<file path="src/rtl/wb_sched_if.sv">
// Write-back scheduler bus: two producer handshakes (A = ALU, B = load) plus the
// registered register-file write port they are funnelled onto.
interface wb_sched_if #(
    parameter int ADDR_WIDTH = 4,
    parameter int WIDTH      = 8
);
    logic                  a_valid;
    logic                  a_ready;
    logic [ADDR_WIDTH-1:0] a_addr;
    logic [WIDTH-1:0]      a_data;
    logic                  b_valid;
    logic                  b_ready;
    logic [ADDR_WIDTH-1:0] b_addr;
    logic [WIDTH-1:0]      b_data;
    logic                  rwb_we;
    logic [ADDR_WIDTH-1:0] rwb_addr;
    logic [WIDTH-1:0]      rwb_data;

    // Producer/register-file side.
    modport master (
        output a_valid, a_addr, a_data, b_valid, b_addr, b_data,
        input  a_ready, b_ready, rwb_we, rwb_addr, rwb_data
    );

    // Scheduler side.
    modport slave (
        input  a_valid, a_addr, a_data, b_valid, b_addr, b_data,
        output a_ready, b_ready, rwb_we, rwb_addr, rwb_data
    );
endinterface

</file>
<file path="src/rtl/wb_sched.sv">
// Write-back scheduler: arbitrates ALU/load results onto the register-file write
// port and tracks pending writes. Define WB_RR_EN for round-robin collisions.
module wb_sched #(
    parameter int ADDR_WIDTH = 4,
    parameter int WIDTH      = 8
) (
    input  logic                         clk,
    input  logic                         rst_n,
    wb_sched_if.slave                    bus,
    input  logic                         stall,
    input  logic                         issue_valid,
    input  logic [ADDR_WIDTH-1:0]        issue_addr,
    output logic [(1<<ADDR_WIDTH)-1:0]   busy
);
    localparam int NREG = 1 << ADDR_WIDTH;

    logic                  a_pri;
    logic                  a_grant;
    logic                  b_grant;
    logic                  fire;
    logic [ADDR_WIDTH-1:0] win_addr;
    logic [WIDTH-1:0]      win_data;
    logic [NREG-1:0]       busy_q;
    logic [NREG-1:0]       busy_nxt;

`ifdef WB_RR_EN
    // last_b high means B took the most recent transfer, so A wins the next collision.
    logic last_b;

    always_ff @(posedge clk or negedge rst_n) begin
        if (!rst_n) begin
            last_b <= 1'b0;
        end else if (fire) begin
            last_b <= b_grant;
        end
    end

    always_comb a_pri = last_b;
`else
    always_comb a_pri = 1'b0;
`endif

    always_comb begin
        a_grant  = rst_n & ~stall & bus.a_valid & (~bus.b_valid | a_pri);
        b_grant  = rst_n & ~stall & bus.b_valid & ~(bus.a_valid & a_pri);
        fire     = a_grant | b_grant;
        win_addr = b_grant ? bus.b_addr : bus.a_addr;
        win_data = b_grant ? bus.b_data : bus.a_data;
    end

    assign bus.a_ready = a_grant;
    assign bus.b_ready = b_grant;

    // Writes to x0 complete the handshake but leave the port (and its held values) alone.
    always_ff @(posedge clk or negedge rst_n) begin
        if (!rst_n) begin
            bus.rwb_we   <= 1'b0;
            bus.rwb_addr <= '0;
            bus.rwb_data <= '0;
        end else begin
            bus.rwb_we <= fire && (win_addr != '0);
            if (fire && (win_addr != '0)) begin
                bus.rwb_addr <= win_addr;
                bus.rwb_data <= win_data;
            end
        end
    end

    // Clear on commit first, then set, so a same-edge reissue stays pending.
    always_comb begin
        busy_nxt = busy_q;
        if (bus.rwb_we) begin
            busy_nxt[bus.rwb_addr] = 1'b0;
        end
        if (issue_valid && (issue_addr != '0)) begin
            busy_nxt[issue_addr] = 1'b1;
        end
        busy_nxt[0] = 1'b0;
    end

    always_ff @(posedge clk or negedge rst_n) begin
        if (!rst_n) begin
            busy_q <= '0;
        end else begin
            busy_q <= busy_nxt;
        end
    end

    assign busy = busy_q;
endmodule
</file>
<file path="src/flat_wrapper.sv">
// flat-port wrapper written by rule: the top's interface ports become plain ports
module wb_sched_flat 
#(
    parameter int ADDR_WIDTH = 4,
    parameter int WIDTH      = 8
)
  (clk, rst_n, stall, issue_valid, issue_addr, busy, bus_a_valid, bus_a_addr, bus_a_data, bus_b_valid, bus_b_addr, bus_b_data, bus_a_ready, bus_b_ready, bus_rwb_we, bus_rwb_addr, bus_rwb_data);
  wb_sched_if #(.ADDR_WIDTH(ADDR_WIDTH), .WIDTH(WIDTH)) bus_i ();
  input  logic clk;
  input  logic rst_n;
  input  logic stall;
  input  logic issue_valid;
  input  logic [ADDR_WIDTH-1:0] issue_addr;
  output logic [(1<<ADDR_WIDTH)-1:0] busy;
  input wire logic [$bits(bus_i.a_valid)-1:0] bus_a_valid;
  input wire logic [$bits(bus_i.a_addr)-1:0] bus_a_addr;
  input wire logic [$bits(bus_i.a_data)-1:0] bus_a_data;
  input wire logic [$bits(bus_i.b_valid)-1:0] bus_b_valid;
  input wire logic [$bits(bus_i.b_addr)-1:0] bus_b_addr;
  input wire logic [$bits(bus_i.b_data)-1:0] bus_b_data;
  output wire logic [$bits(bus_i.a_ready)-1:0] bus_a_ready;
  output wire logic [$bits(bus_i.b_ready)-1:0] bus_b_ready;
  output wire logic [$bits(bus_i.rwb_we)-1:0] bus_rwb_we;
  output wire logic [$bits(bus_i.rwb_addr)-1:0] bus_rwb_addr;
  output wire logic [$bits(bus_i.rwb_data)-1:0] bus_rwb_data;
  assign bus_i.a_valid = bus_a_valid;
  assign bus_i.a_addr = bus_a_addr;
  assign bus_i.a_data = bus_a_data;
  assign bus_i.b_valid = bus_b_valid;
  assign bus_i.b_addr = bus_b_addr;
  assign bus_i.b_data = bus_b_data;
  assign bus_a_ready = bus_i.a_ready;
  assign bus_b_ready = bus_i.b_ready;
  assign bus_rwb_we = bus_i.rwb_we;
  assign bus_rwb_addr = bus_i.rwb_addr;
  assign bus_rwb_data = bus_i.rwb_data;
  wb_sched #(.ADDR_WIDTH(ADDR_WIDTH), .WIDTH(WIDTH)) u_core (.clk(clk), .rst_n(rst_n), .bus(bus_i), .stall(stall), .issue_valid(issue_valid), .issue_addr(issue_addr), .busy(busy));
endmodule
</file>
<file path="config.mk">
export PLATFORM = sky130hd
export DESIGN_NAME = wb_sched_flat
export DESIGN_NICKNAME = d
export VERILOG_FILES = /design/src/rtl/wb_sched_if.sv /design/src/rtl/wb_sched.sv /design/src/flat_wrapper.sv
export SDC_FILE = /design/constraint.sdc
export NUM_CORES = 1
export LEC_CHECK = 0
export ABC_AREA = 0
export BUFFER_PORTS_ARGS = -buffer_cell sky130_fd_sc_hd__buf_4
export CAP_MARGIN = 10
export CORE_MARGIN = 10
export CORE_UTILIZATION = 31
export CTS_BUF_LIST = sky130_fd_sc_hd__clkbuf_16
export DETAILED_ROUTE_END_ITERATION = 10
export PLACE_DENSITY_LB_ADDON = 0.05
export SLEW_MARGIN = 40
export SYNTH_ARGS = -nofsm -noshare
export SYNTH_HDL_FRONTEND = slang
export SYNTH_SLANG_ARGS = --single-unit
</file>
<file path="constraint.sdc">
create_clock -name clk -period 2.1 [get_ports clk]
set_input_delay 0.105 -clock clk [delete_from_list [all_inputs] [get_ports clk]]
set_output_delay 0.105 -clock clk [all_outputs]
set_load 0.01 [all_outputs]
</file>
==> results of run 1 <==
## worst register-to-register path, stage by stage, from the launching register on
cell and delay (ns):
dfrtp_1 0.48, or3b_2 0.49, o21ai_0 0.14, o21ai_0 0.09
## cell families after synthesis
| kind of cell | count (synthesis) | synth area share [%] |
|---|---|---|
| AO/OA/AOI/OAI | 35 | 14.0 |
| flip-flops | 28 | 51.0 |
| AND/OR/NAND/NOR | 28 | 13.8 |
| multiplexers | 20 | 18.3 |
| buffers and inverters | 6 | 2.55 |
| other | 1 | 0.273 |
## sequential cells by signal, indices dropped and copies added (netlist names)
signal,flops
u_core.bus.rwb_addr,4
u_core.bus.rwb_data,8
u_core.bus.rwb_we,1
u_core.busy,15
## metrics by stage
| stage | utilization [%] | cell area [um^2] | std cells | power [mW] | worst slack, ns |
|---|---|---|---|---|---|
| after floorplan | - | 1370 | 118 | 1.09 | 0.750 |
| after global placement | 44.0 | 1900 | 232 | 1.48 | 0.503 |
| after global routing | 46.4 | 2000 | 237 | 2.03 | 0.375 |
| after CTS | 46.1 | 1990 | 237 | 1.93 | 0.250 |
| final | 46.4 | 2000 | 237 | 1.90 | 0.459 |
| after detailed placement | 44.0 | 1900 | 232 | 1.50 | 0.447 |
## power by group through the flow
stage / Clock (mW) / Combinational, mW / Sequential (mW)
6_report: 0.432 / 0.655 / 0.815
5_1_grt: 0.465 / 0.725 / 0.845
4_1_cts: 0.442 / 0.673 / 0.819
3_5_place_dp: 0 / 0.671 / 0.826
3_3_place_gp: 0 / 0.661 / 0.822
2_1_floorplan: 0 / 0.206 / 0.882
## cell usage after synthesis
cell / count / share of area, %
a21oi_1: 2 / 0.73
and3b_1: 1 / 0.64
and3b_2: 1 / 0.73
and4bb_2: 1 / 0.91
buf_2: 1 / 0.36
buf_4: 1 / 0.55
buf_6: 1 / 0.82
conb_1: 1 / 0.27
dfrtp_1: 28 / 51
inv_1: 3 / 0.82
mux2_2: 13 / 11
mux2_4: 7 / 7.7
nand2_1: 3 / 0.82
nand2b_1: 7 / 3.2
nand3_1: 3 / 1.1
nand3b_1: 5 / 2.7
nand4_1: 1 / 0.46
nor2_1: 1 / 0.27
nor4_1: 1 / 0.46
o21ai_0: 28 / 10
o22ai_1: 2 / 0.91
o2bb2ai_2: 1 / 1.1
o31ai_1: 2 / 1.1
or2_2: 1 / 0.46
or3b_2: 2 / 1.3
or4_4: 1 / 0.82
## metal layers
layer	part of all wire, %	track usage (%)	vias up
met5	0	0	-
met4	1.9	4.12	0
met3	7.4	3.56	6
met2	50	17.9	41
met1	41	12.5	545
li1	-	-	567
## path summary, 6_finish.rpt
kind / startpoint / end / slack [ns] / cells after the start
setup / recovery: rst_n / u_core.bus.rwb_data[6] / 0.46 / 6
hold / removal: bus_b_addr[0] / u_core.bus.rwb_addr[0] / 0.15 / 3
setup reg to reg: u_core.bus.rwb_addr[1] / u_core.busy[8] / 0.78 / 3
hold reg to reg: u_core.busy[8] / u_core.busy[8] / 0.51 / 2
max in group asynchronous: rst_n / u_core.bus.rwb_data[5] / 1.41 / 3
min in group asynchronous: rst_n / u_core.busy[13] / 0.42 / 3
## layout make-up
class / count / share of cell area (%)
clock buffer: 3 / 3.75
multi-input combinational: 84 / 32.5
sequential: 28 / 35.0
tap: 52 / 3.25
inverter: 3 / 0.562
clock inverter: 1 / 0.187
timing repair buffer: 66 / 24.8
## what timing repair did
action / 4_1_cts / 5_1_grt
hold buffers: 1 / 0
hold endpoints to repair: 28 / 0
setup buffers: 0 / 0
==> reports/metrics.cfg, run 1 <==
[worst_setup_path]
cpPeakStageDelay_ns = 0.53
cp.arrival_ns = 1.79
crit_buf_inv = 3
worst_setup_path_end_kind = flip-flop
path_delay_family = buffers and inverters
cp_max_fo = 11
worstSetupStartpointType = input pin
cp.required_ns = 2.25
worstSetupPathType = in2reg
cp_slowest_cell = dlygate4sd3_1
path_cells = dlygate4sd3_1, buf_4, nand3b_1, buf_4, mux2_2, mux2_4
crit_path_frequent_cell = buf_4

[finish]
drive_gt1_share_pct = 51.4
layout_common_cells = buf_4 (65), o21ai_0 (28), dfrtp_1 (28), mux2_2 (13)
diodes = 0
n_fill_cell = 429
regArea_um2 = 701
nets = 220
multi_input_area_um2 = 651
final_common_cell = buf_4
area_growth_pct = 45.9

[placement]
place_congestion = 0.812
port_buffers = 63
hpwlAfterDp_mm = 3.22

[clocking]
root_buffer = clkbuf_16
cts_tree = yes
clk_latency_ns = 0.26
cts_buffers = 3
numClockSinks = 28
clkTransAtPathRegs_ns = 0.07
clock_path_buffers = 2
cts-resized-gates = 0
cts-htree-levels = 1

[timing]
hold_viol = 0
layout_min_cycle_time_ns = 1.64
finalCritPeriodShare_pct = 78.2
rsz0062_at_grt = no
setup_viol = 0
skew_ns = 0.00304
tightest_slew_ns = 0.505
drv_slew = 0
relSlewSlack_pct = 66.0
fin_setup_tns_ns = 0
timing.fmax_mhz = 609
hold_slack_ns = 0.146

[routing]
drc_errors = 0
drt-total-wl_mm = 3.99
dr_total_vias = 1159
detail_route.first_pass.iterations = 4
wire_per_inst_um = 16.8
first_iter_violations = 92
viasPerCell = 4.89
ant_nets = 0

[floorplan]
dieArea_um2 = 7490
die_y_um = 86.6
fp.coreArea_um2 = 4320
start_util_pct = 31.8
die_x_um = 86.6
io-pin-count = 65
num_rows = 24

[global_routing]
grt_pass1_vias = 1294
antenna_found_initial = 0
grt_max_degree = 29
grt_first_pass_wirelength_mm = 6.51
grt.total_usage_pct = 10.8
grt.overflow.total = 0

[power]
pwr-share-seq_pct = 42.9
switchingPower_uw = 574
p_leak_nw = 0.886
combPwrFrac_pct = 34.4
pwr-share-clk_pct = 22.7
swShare_pct = 30.2
intPower_mw = 1.33
ir_drop_uv = 308
powerDensity_nw_per_um2 = 949

[synthesis]
syn_area_um2 = 1370
synth-seq-cells = 28
ys_warn_count = 0
synth_cell_types = 26
seq_area_frac_synth_pct = 51.0
syn_inst = 118
synth_nets = 152
avgSynthCellArea_um2 = 11.6

[run_status]
run_status = finished, final reports clean

[hold_path]
hp-class = in2reg

[job]
cap_violations = 0

Note: power is estimated with default switching activity, not from simulation.
==> run 2, diff against run 1 <==
==> constraint.sdc (replaced) <==
create_clock -name clk -period 1.4 [get_ports clk]
set_input_delay 0.07 -clock clk [delete_from_list [all_inputs] [get_ports clk]]
set_output_delay 0.07 -clock clk [all_outputs]
set_load 0.01 [all_outputs]
==> reports/metrics.cfg, run 2 (synthesized netlist as in run 1, its figures left out) <==
[clocking]
clkTransAtPathRegs_ns = 0.06
clock_path_buffers = 2
numClockSinks = 28
holdBufCountCts = 1
cts_setup_buffers = 0
cts_buffers = 3
clk_latency_ns = 0.26
cts-resized-gates = 0
cts_tree = yes
cts-htree-levels = 1
root_buffer = clkbuf_16

[routing]
drt-total-wl_mm = 4.00
detail_route.first_pass.iterations = 4
drc_errors = 0
first_iter_violations = 63
viasPerCell = 4.95
ant_nets = 0
dr_total_vias = 1194
wire_per_inst_um = 16.6

[placement]
port_buffers = 63
place_congestion = 0.803
dp.cells = 236
hpwlAfterDp_mm = 3.26

[timing]
timing.fmax_mhz = 803
layout_min_cycle_time_ns = 1.25
drv_slew = 0
skew_ns = 0.00240
tightest_slew_ns = 0.770
fin_setup_tns_ns = 0
setup_viol = 0
rsz0062_at_grt = no
relSlewSlack_pct = 48.4
hold_slack_ns = 0.119
hold_viol = 0
finalCritPeriodShare_pct = 88.9

[finish]
final_common_cell = buf_4
drive_gt1_share_pct = 52.4
layoutNonFillerInstCount = 241
layout_common_cells = buf_4 (69), o21ai_0 (28), dfrtp_1 (28), mux2_2 (13)
area_growth_pct = 47.2
largest_reg_flops = 15
nets = 224
n_fill_cell = 419
regArea_um2 = 701
diodes = 0
multi_input_area_um2 = 638

[global_routing]
grt_first_pass_wirelength_mm = 6.35
grt_max_degree = 30
grt_pass1_vias = 1356
antenna_found_initial = 0
grt.total_usage_pct = 10.5
grt.overflow.total = 0

[power]
pwr-share-seq_pct = 41.8
combPwrFrac_pct = 35.7
switchingPower_uw = 859
pwr-share-clk_pct = 22.5
p_leak_nw = 0.901
finalPower_mw = 2.87
intPower_mw = 2.01
swShare_pct = 29.9
powerDensity_nw_per_um2 = 1420
ir_drop_uv = 514

[hold_path]
hp-class = in2reg
worstHoldPathCells = 3
hp-start = bus_b_addr[0]
min_to = u_core.bus.rwb_addr[0]

[worst_setup_path]
worstSetupStartpointType = input pin
rr_endpoint = u_core.busy[8]
cp_max_fo = 12
cpPeakStageDelay_ns = 0.62
cp.required_ns = 1.55
crit_buf_inv = 1
worstSetupPathType = in2reg
cp_slowest_cell = o2bb2ai_2
path_cells = buf_4, nand3b_1, o2bb2ai_2, mux2_2
r2r_slack_ns = 0.18
reg2reg_from = u_core.bus.rwb_addr[0]
worst_setup_path_end_kind = flip-flop
path_delay_family = compound AO/OA/AOI/OAI gates
reg2reg_depth = 3
cp.arrival_ns = 1.39

[floorplan]
fp.coreArea_um2 = 4320
num_rows = 24
start_util_pct = 31.8
io-pin-count = 65
dieArea_um2 = 7490
die_y_um = 86.6
die_x_um = 86.6

[job]
cap_violations = 0

[run_status]
run_status = finished, final reports clean

## run 2: per-layer routing
metal	track usage (%)	wire (um)
met1	12.0	1680
met3	3.10	283
met4	4.27	44
met2	17.9	2000
met5	0	0
## run 2: power groups by stage
stage | combinational [mW] | sequential, mW | clock, mW
final | 1.02 | 1.20 | 0.645
after global routing | 1.14 | 1.24 | 0.697
after CTS | 1.05 | 1.21 | 0.665
after detailed placement | 1.05 | 1.22 | 0
after global placement | 1.04 | 1.21 | 0
after floorplan | 0.309 | 1.32 | 0
## run 2: per-stage QoR
stage | area [um^2] | util, % | worst slack [ns]
final | 2020 | 46.8 | 0.155
after global routing | 2020 | 46.8 | 0.0487
after CTS | 2020 | 46.8 | 0.105
after detailed placement | 1930 | 44.7 | -0.167
after global placement | 1930 | 44.7 | -0.131
after floorplan | 1370 | - | 0.0851
## run 2: worst max path at each step
stage	start	depth (start not counted)	end	slack, ns
CTS	stall	4	u_core.bus.rwb_addr[2]	0.11
floorplan	bus_a_addr[0]	4	u_core.bus.rwb_data[1]	0.09
global route	u_core.bus.rwb_addr[0]	3	u_core.busy[8]	0.05
finish	stall	4	u_core.bus.rwb_data[0]	0.15
detailed placement	stall	4	u_core.bus.rwb_data[0]	-0.17
global placement	stall	4	u_core.bus.rwb_addr[1]	-0.13
## run 2: final cells by class
class | instances | area share [%]
Sequential cell | 28 | 34.7
Inverter | 3 | 0.557
Clock inverter | 1 | 0.186
Clock buffer | 3 | 3.71
Timing Repair Buffer | 70 | 26.1
Tap cell | 52 | 3.22
Multi-Input combinational cell | 84 | 31.6
## run 2: worst register-to-register path: cells and delay by family (launching register included)
family,cells,cell delay [ns]
simple gates,1,0.49
flops,1,0.37
compound gates,2,0.24
